$ cat src/rtl/kbd_move_pkg.sv
// Shared types, scan-code constants and the key-to-move mapping function
// used by kbd_move_queue and its command FIFO.
package kbd_move_pkg;

    typedef enum logic [2:0] {
        MV_UP     = 3'd0,
        MV_DOWN   = 3'd1,
        MV_LEFT   = 3'd2,
        MV_RIGHT  = 3'd3,
        MV_ACTION = 3'd4
    } move_t;

    localparam int unsigned EXT_BIT  = 8;
    localparam int unsigned N_MOVES  = 5;

    localparam logic [7:0] SC_UP    = 8'h75;
    localparam logic [7:0] SC_DOWN  = 8'h72;
    localparam logic [7:0] SC_LEFT  = 8'h6B;
    localparam logic [7:0] SC_RIGHT = 8'h74;
    localparam logic [8:0] SC_SPACE = 9'h029;

    typedef struct packed {
        logic  hit;
        move_t mv;
    } map_t;

    // Direction codes match with the E0 prefix, or without it when keypad
    // mapping is enabled; space must match all nine bits.
    function automatic map_t map_scan(input logic [8:0] code, input logic accept_keypad);
        map_t r;
        r.hit = 1'b0;
        r.mv  = MV_UP;
        if (code == SC_SPACE) begin
            r.hit = 1'b1;
            r.mv  = MV_ACTION;
        end else if (code[EXT_BIT] || accept_keypad) begin
            case (code[7:0])
                SC_UP:    begin r.hit = 1'b1; r.mv = MV_UP;    end
                SC_DOWN:  begin r.hit = 1'b1; r.mv = MV_DOWN;  end
                SC_LEFT:  begin r.hit = 1'b1; r.mv = MV_LEFT;  end
                SC_RIGHT: begin r.hit = 1'b1; r.mv = MV_RIGHT; end
                default:  r.hit = 1'b0;
            endcase
        end
        return r;
    endfunction

endpackage

$ cat src/rtl/move_fifo.sv
// First-word fall-through FIFO of move commands; DEPTH must be a power of two.
// Reports a dropped push when full and not popping in the same cycle.
module move_fifo
    import kbd_move_pkg::*;
#(
    parameter int DEPTH = 4
) (
    input  logic  clk,
    input  logic  reset,
    input  logic  push_i,
    input  move_t data_i,
    input  logic  pop_i,
    output logic  empty_o,
    output logic  full_o,
    output move_t head_o,
    output logic  drop_o
);

    localparam int AW = (DEPTH > 1) ? $clog2(DEPTH) : 1;

    move_t          mem_q [DEPTH];
    logic [AW-1:0]  rd_q, rd_d;
    logic [AW-1:0]  wr_q, wr_d;
    logic [AW:0]    cnt_q, cnt_d;
    logic           do_pop;
    logic           do_push;

    assign empty_o = (cnt_q == '0);
    assign full_o  = (cnt_q == (AW+1)'(DEPTH));
    assign do_pop  = pop_i & ~empty_o;
    // A pop frees the slot this same push needs, so full only blocks without one.
    assign do_push = push_i & (~full_o | do_pop);
    assign drop_o  = push_i & full_o & ~do_pop;
    assign head_o  = empty_o ? MV_UP : mem_q[rd_q];

    always_comb begin
        rd_d  = rd_q;
        wr_d  = wr_q;
        cnt_d = cnt_q;
        if (do_pop) begin
            rd_d = rd_q + 1'b1;
        end
        if (do_push) begin
            wr_d = wr_q + 1'b1;
        end
        case ({do_push, do_pop})
            2'b10:   cnt_d = cnt_q + 1'b1;
            2'b01:   cnt_d = cnt_q - 1'b1;
            default: cnt_d = cnt_q;
        endcase
    end

    always_ff @(posedge clk or posedge reset) begin
        if (reset) begin
            rd_q  <= '0;
            wr_q  <= '0;
            cnt_q <= '0;
        end else begin
            rd_q  <= rd_d;
            wr_q  <= wr_d;
            cnt_q <= cnt_d;
        end
    end

    always_ff @(posedge clk) begin
        if (do_push) begin
            mem_q[wr_q] <= data_i;
        end
    end

endmodule

$ cat src/rtl/kbd_move_queue.sv
// Turns keyboard make/brake events into queued frog-move commands with
// per-key held tracking. Define KBD_MOVE_REPEAT_EN to queue typematic repeats.
module kbd_move_queue
    import kbd_move_pkg::*;
#(
    parameter int DEPTH         = 4,
    parameter int ACCEPT_KEYPAD = 1
) (
    input  logic       clk,
    input  logic       reset,
    input  logic [8:0] key_Pressed,
    input  logic       make,
    input  logic       brake,
    output logic       move_valid,
    output logic [2:0] move_code,
    input  logic       move_ready,
    output logic [4:0] held,
    output logic       overflow
);

    map_t        map;
    logic        ev_make;
    logic        ev_brake;
    logic        push;
    logic        fifo_empty;
    logic        fifo_full;
    logic        fifo_drop;
    move_t       fifo_head;
    logic [4:0]  held_q, held_d;
    logic        overflow_q, overflow_d;

    assign map      = map_scan(key_Pressed, ACCEPT_KEYPAD != 0);
    assign ev_make  = make & ~brake & map.hit;
    assign ev_brake = brake & ~make & map.hit;

    always_comb begin
        held_d = held_q;
        push   = 1'b0;
        if (ev_make) begin
            if (!held_q[map.mv]) begin
                held_d[map.mv] = 1'b1;
                push           = 1'b1;
            end else begin
`ifdef KBD_MOVE_REPEAT_EN
                push = 1'b1;
`else
                push = 1'b0;
`endif
            end
        end
        if (ev_brake) begin
            held_d[map.mv] = 1'b0;
        end
    end

    assign overflow_d = overflow_q | fifo_drop;

    always_ff @(posedge clk or posedge reset) begin
        if (reset) begin
            held_q     <= '0;
            overflow_q <= 1'b0;
        end else begin
            held_q     <= held_d;
            overflow_q <= overflow_d;
        end
    end

    move_fifo #(
        .DEPTH(DEPTH)
    ) u_fifo (
        .clk    (clk),
        .reset  (reset),
        .push_i (push),
        .data_i (map.mv),
        .pop_i  (move_ready),
        .empty_o(fifo_empty),
        .full_o (fifo_full),
        .head_o (fifo_head),
        .drop_o (fifo_drop)
    );

    assign move_valid = ~fifo_empty;
    assign move_code  = fifo_head;
    assign held       = held_q;
    assign overflow   = overflow_q;

endmodule

$ cat config.mk
export PLATFORM = sky130hd
export DESIGN_NAME = kbd_move_queue
export DESIGN_NICKNAME = d
export VERILOG_FILES = /design/src/rtl/kbd_move_pkg.sv /design/src/rtl/move_fifo.sv /design/src/rtl/kbd_move_queue.sv
export SDC_FILE = /design/constraint.sdc
export NUM_CORES = 1
export LEC_CHECK = 0
export ABC_AREA = 1
export CORE_ASPECT_RATIO = 1.2
export CORE_MARGIN = 1.5
export CORE_UTILIZATION = 47
export DETAILED_ROUTE_END_ITERATION = 10
export PLACE_DENSITY = 0.72
export SLEW_MARGIN = 20
export SYNTH_ARGS = -nofsm -noshare
export SYNTH_HDL_FRONTEND = slang
export SYNTH_SLANG_ARGS = --single-unit
$ cat constraint.sdc
create_clock -name clk -period 1.7 [get_ports clk]
set_input_delay 0.34 -clock clk [delete_from_list [all_inputs] [get_ports clk]]
set_output_delay 0.34 -clock clk [all_outputs]
set_load 0.1 [all_outputs]
==> results of run 1 <==
## kinds of logic after synthesis
kind of cell,Yosys count,share of synthesized area (%)
AOI/OAI and AO/OA,22,9.29
buffers and inverters,34,8.78
xor gates and xnor gates,3,1.81
and+or+nand+nor,80,28.1
DFF,25,47.2
adders and majority gates,5,4.82
## critical path, cell delays in order (launching register included)
cell     delay [ns]
dfrtp_2        0.48
nor2_1         0.06
nor2_1         0.17
o21ai_2        0.10
a21oi_4        0.15
buf_12         0.19
## power breakdown
part / leakage [uW] / switching, uW / internal [uW]
combinational: 0.000800 / 1100 / 687
sequential: 0.000275 / 76.4 / 706
clock: 0.0000139 / 189 / 89.7
## layout by cell type, fill, tap and decap left out, drive strengths merged
master / instances
clkbuf: 3
a21oi: 4
nand3: 10
o22a: 1
clkdlybuf4s15: 1
clkdlybuf4s50: 3
dlygate4sd2: 1
nand4: 1
nor2: 30
o21bai: 1
o21a: 3
dfrtp: 13
clkinvlp: 1
inv: 33
xor2: 3
fa: 1
nor3: 2
nand2: 37
o21ai: 13
edfxtp: 12
buf: 55
ha: 4
## worst max path at each step
stage	cells after the start	slack, ns	startpoint	to
after detailed placement	17	-0.93	key_Pressed[2]	u_fifo.cnt_q[2]
after CTS	5	-0.09	u_fifo.rd_q[0]	move_code[0]
after global placement	17	-0.81	key_Pressed[2]	u_fifo.cnt_q[2]
final	5	-0.1	u_fifo.rd_q[0]	move_code[0]
after floorplan	15	-0.18	key_Pressed[2]	u_fifo.cnt_q[2]
after global routing	5	-0.16	u_fifo.rd_q[0]	move_code[1]
## repair_timing
action                                  CTS  global route
hold buffers                              0             0
resized for setup                        60            15
pin swaps                                31             9
endpoints found under the setup margin   25            18
buffers inserted                         11             2
## sequential cells by signal, indices dropped and copies added, names as in the netlist
register      flops
held              5
u_fifo.rd_q       2
u_fifo.wr_q       2
u_fifo.cnt_q      3
overflow          1
u_fifo.mem_q     12
## stage by stage
step                      hold slack, ns  std cells  power, uW
after detailed placement           0.504        250       2440
after floorplan                    0.217        169       1900
after global routing               0.428        266       2990
final                              0.349        266       2850
after CTS                          0.382        264       2830
after global placement             0.488        250       2400
## per-layer routing
layer,up-vias,track usage [%]
met5,-,0
met4,0,6.73
met3,4,2.57
met2,31,43.0
met1,643,26.5
li1,658,-
## final cells by class
cell class,instances,area [sq um]
sequential,25,703
timing repair buffer,60,573
clock inverter,1,7.51
clock buffer,3,22.5
inverter,33,146
fill,165,537
tap,34,42.5
multi-input combinational,110,832
==> results_dict.tcl, run 1 <==
set metrics [dict create \
    synth-async-reset-ratio_pct 52.0 \
    min_path_type "primary input to async pin" \
    finalHoldViolCount 0 \
    dp_hpwl_microns 2600 \
    syn_area_sq_mm 0.00145 \
    rsz0062_at_grt "true" \
    endpoint_kind "output pin" \
    dp_slack_ns -0.930 \
    io_buffer_count 23 \
    synthMostInstantiatedCell "inv_1" \
    final_util_pct 81.3 \
    maxSlewHeadroom_pct 64.2 \
    netlist_instances 169 \
    grt_overflow 0 \
    ios 24 \
    report.final.slew_viol_count 0 \
    crit_fanout 8 \
    gp_congestion 0.875 \
    grt_pass1_wl_microns 5910 \
    r2r_slack_ns 0.01 \
    synth_common_cells "inv_1, nand2_1, nor2_1" \
    r2r_start "held[2]" \
    drtAntennaViolNets 0 \
    ys_seq_area_share_pct 47.2 \
    viasPerCell 5.02 \
    cts_tree "built" \
    power.leakage_uw 0.00109 \
    synth-seq-cells 25 \
    fin_tns_setup_ns -0.271 \
    post_dp_cell_area_sq_mm 0.00215 \
    first_pass_iters 4 \
    ir_worst_vdd_mv 1.84 \
    clkTransAtPathRegs_ns 0.15 \
    p_per_area_mw_per_mm2 1220 \
    clock_latency_ns 0.32 \
    rows 21 \
    finalWirelength_microns 3560 \
    wl_met1_microns 1400 \
    drtIter0Drc 31 \
    cts_buffer_depth 2 \
    cts_root_buffer "clkbuf_4" \
    r2r_end "u_fifo.cnt_q[2]" \
    yosysTopAreaCellShare_pct 24.8 \
    crit_path_start_kind "flop" \
    fin_worst_skew_ns 0.00798 \
    grtUsageTotal_pct 23.2 \
    cts_buffers 3 \
    wl_per_cell_microns 13.4 \
    fmax_mhz 556 \
    fin_ws_ns -0.0983 \
    ys.warnings.count 0 \
    ys.flop_type "dfrtp_1" \
    initial_core_util_pct 50.8 \
    criticalPathCategory "flop to output pin" \
    core_sq_mm 0.00286 \
    vias 1336 \
    avgSynthCellArea_sq_um 8.60 \
    cp.arrival_ns 1.46 \
    area_growth_pct 60.1 \
    synth_fp_nets 188 \
    reg2reg_depth 13 \
    layout-drive-gt1-share_pct 58.2 \
    clock-sinks 25 \
    tightest_slew_ns 0.537 \
    htreeDepth 1 \
    outcome "finished, violations left" \
    finalSetupViolCount 4 \
    crit_required_ns 1.36 \
    fin_crit_sh_pct 106 \
    grt_max_degree 16 \
    synthTopCellsByArea "edfxtp_1, dfrtp_1, inv_1" \
    dr_wl_met3_microns 134 \
    die_h_microns 63.9 \
    dieArea_sq_mm 0.00344 \
    drcViolationCount 0 \
    dr_wl_met2_microns 1980 \
    final_nets 252 \
    grt_pass1_vias 1415 \
    violations "setup timing" \
    diodes 0 \
    synth-edff-count 12 \
    min_period_ns 1.80 \
    highest_layer "met4" \
    ys_types 25 \
    yosys.area.top_type "edfxtp_1" \
    die_x_microns 53.8 \
    cap_viol_max_count 0 \
    stdcell_area_sq_mm 0.00233 \
    antenna_found_initial 0 \
]
Power figures use the tool's default switching activity.
==> run 2, diff against run 1 <==
--- a/config.mk
+++ b/config.mk
@@ -11,6 +11,7 @@
 export CORE_UTILIZATION = 47
 export DETAILED_ROUTE_END_ITERATION = 10
 export PLACE_DENSITY = 0.72
+export SKIP_LAST_GASP = 1
 export SLEW_MARGIN = 20
 export SYNTH_ARGS = -nofsm -noshare
 export SYNTH_HDL_FRONTEND = slang
==> results_dict.tcl, run 2 (synthesis gave the netlist of run 1 again) <==
set metrics [dict create \
    outcome "finished, violations left" \
    violations "setup timing" \
    grt_max_degree 16 \
    maxSlewHeadroom_pct 64.2 \
    power.leakage_uw 0.00112 \
    wl_per_cell_microns 14.5 \
    crit_required_ns 1.36 \
    endpoint_kind "output pin" \
    crit_top_cell "nor2_1" \
    criticalPathCategory "flop to output pin" \
    cts_buffers 3 \
    dp_hpwl_microns 2600 \
    switching_share_pct 47.9 \
    seq_area_sq_um 703 \
    tightest_slew_ns 0.536 \
    crit_chain "nor2_1 > nor2_1 > o21ai_2 > a21oi_4 > buf_12" \
    ir_worst_vdd_mv 1.84 \
    critical-path-max-stage-delay_ns 0.47 \
    slowest_stage "dfrtp_2" \
    fin_crit_sh_pct 106 \
    fin_ws_ns -0.0955 \
    hold_slack_ns 0.352 \
    diodes 0 \
    gp_congestion 0.875 \
    grt_pass1_wl_microns 6050 \
    cts_tree "built" \
    grtUsageTotal_pct 23.7 \
    crit_path_start_kind "flop" \
    min_path_type "primary input to async pin" \
    fill_cells 161 \
    final_cell_mix "buf_4, nand2_1, inv_1" \
    first_pass_iters 4 \
    final_common_cell "buf_4" \
    finalHoldViolCount 0 \
    ios 24 \
    min_period_ns 1.80 \
    rsz0062_at_grt "true" \
    clock-sinks 25 \
    finalWirelength_microns 3920 \
    largest_register_ffs 12 \
    grt_overflow 0 \
    die_x_microns 53.8 \
    r2r_slack_ns -0.02 \
    finalSetupViolCount 17 \
    viasPerCell 5.10 \
    area_growth_pct 63.6 \
    htreeDepth 1 \
    drcViolationCount 0 \
    p_per_area_mw_per_mm2 1200 \
    combinationalPowerShare_pct 63.0 \
    fmax_mhz 557 \
    antenna_found_initial 0 \
    p_seq_share_pct 27.3 \
    postCtsHoldBufs 0 \
    fin_tns_setup_ns -0.550 \
    clock_latency_ns 0.32 \
    vias 1377 \
    io_buffer_count 23 \
    regMostFlops "u_fifo.mem_q" \
    grt_pass1_vias 1440 \
    report.final.slew_viol_count 0 \
    clkTransAtPathRegs_ns 0.15 \
    multiInputGateArea_sq_um 828 \
    power_switching_uw 1370 \
    die_h_microns 63.9 \
    drtIter0Drc 50 \
    layout-drive-gt1-share_pct 58.5 \
    drtAntennaViolNets 0 \
    cts_buffer_depth 2 \
    p_int_uw 1490 \
    initial_core_util_pct 50.8 \
    dieArea_sq_mm 0.00344 \
    final_nets 256 \
    p_clk_share_pct 9.7 \
    cap_viol_max_count 0 \
    rows 21 \
    fin_worst_skew_ns 0.00535 \
    cts_root_buffer "clkbuf_4" \
    core_sq_mm 0.00286 \
    cp.arrival_ns 1.46 \
    crit_fanout 8 \
]
-- run 2: power groups by stage --
stage	Sequential (uW)	Combinational (uW)	Clock (uW)
2_1_floorplan	806	1090	0
3_3_place_gp	793	1600	0
3_5_place_dp	802	1640	0
4_1_cts	779	1770	280
5_1_grt	792	1910	302
6_report	782	1800	277
-- run 2: what timing repair did --
item	4_1_cts	5_1_grt
gates resized for setup	59	22
buffers inserted	11	6
pin swaps	31	17
setup endpoints to repair	25	18
-- run 2: worst max-delay path: cells and delay by family, from the launching register on --
family                 cells  cell delay [ns]
AO/OA/AOI/OAI              2             0.25
AND/OR/NAND/NOR            2             0.23
buffers and inverters      1             0.19
flip-flops                 1             0.47
-- run 2: path summary, 6_finish.rpt --
kind | startpoint | to | cells after the start
worst max-delay path | u_fifo.rd_q[0] | move_code[0] | 5
worst min-delay path | reset | u_fifo.cnt_q[1] | 2
worst max register to register | held[3] | u_fifo.cnt_q[2] | 13
worst min register to register | u_fifo.wr_q[0] | u_fifo.wr_q[0] | 1
max in group asynchronous | reset | held[3] | 2
min in group clk | u_fifo.wr_q[0] | u_fifo.wr_q[0] | 1
-- run 2: final cells by class --
| class | instances | area share [%] |
|---|---|---|
| clock buffer | 3 | 0.947 |
| clock inverter | 1 | 0.316 |
| inverter | 33 | 6.26 |
| multi-input combinational | 110 | 34.8 |
| timing repair buffer | 64 | 26.3 |
| sequential | 25 | 29.6 |
| tap | 34 | 1.79 |
-- run 2: per-stage QoR --
step	setup WS (ns)	instances	utilization, %	cell area [sq um]	power [uW]
2_1_floorplan	-0.184	169	-	1600	1900
3_3_place_gp	-0.811	250	75.1	2150	2400
3_5_place_dp	-0.930	250	75.1	2150	2440
4_1_cts	-0.0861	264	78.9	2260	2830
5_1_grt	-0.159	270	83.0	2380	3000
6_report	-0.0955	270	83.0	2380	2860
-- run 2: per-layer routing --
layer / global-route usage, % / vias up / part of all wire, %
li1: - / 665 / -
met1: 26.8 / 653 / 39
met2: 43.9 / 45 / 54
met5: 0 / - / 0
met4: 7.37 / 0 / 3.1
met3: 2.80 / 14 / 4.0
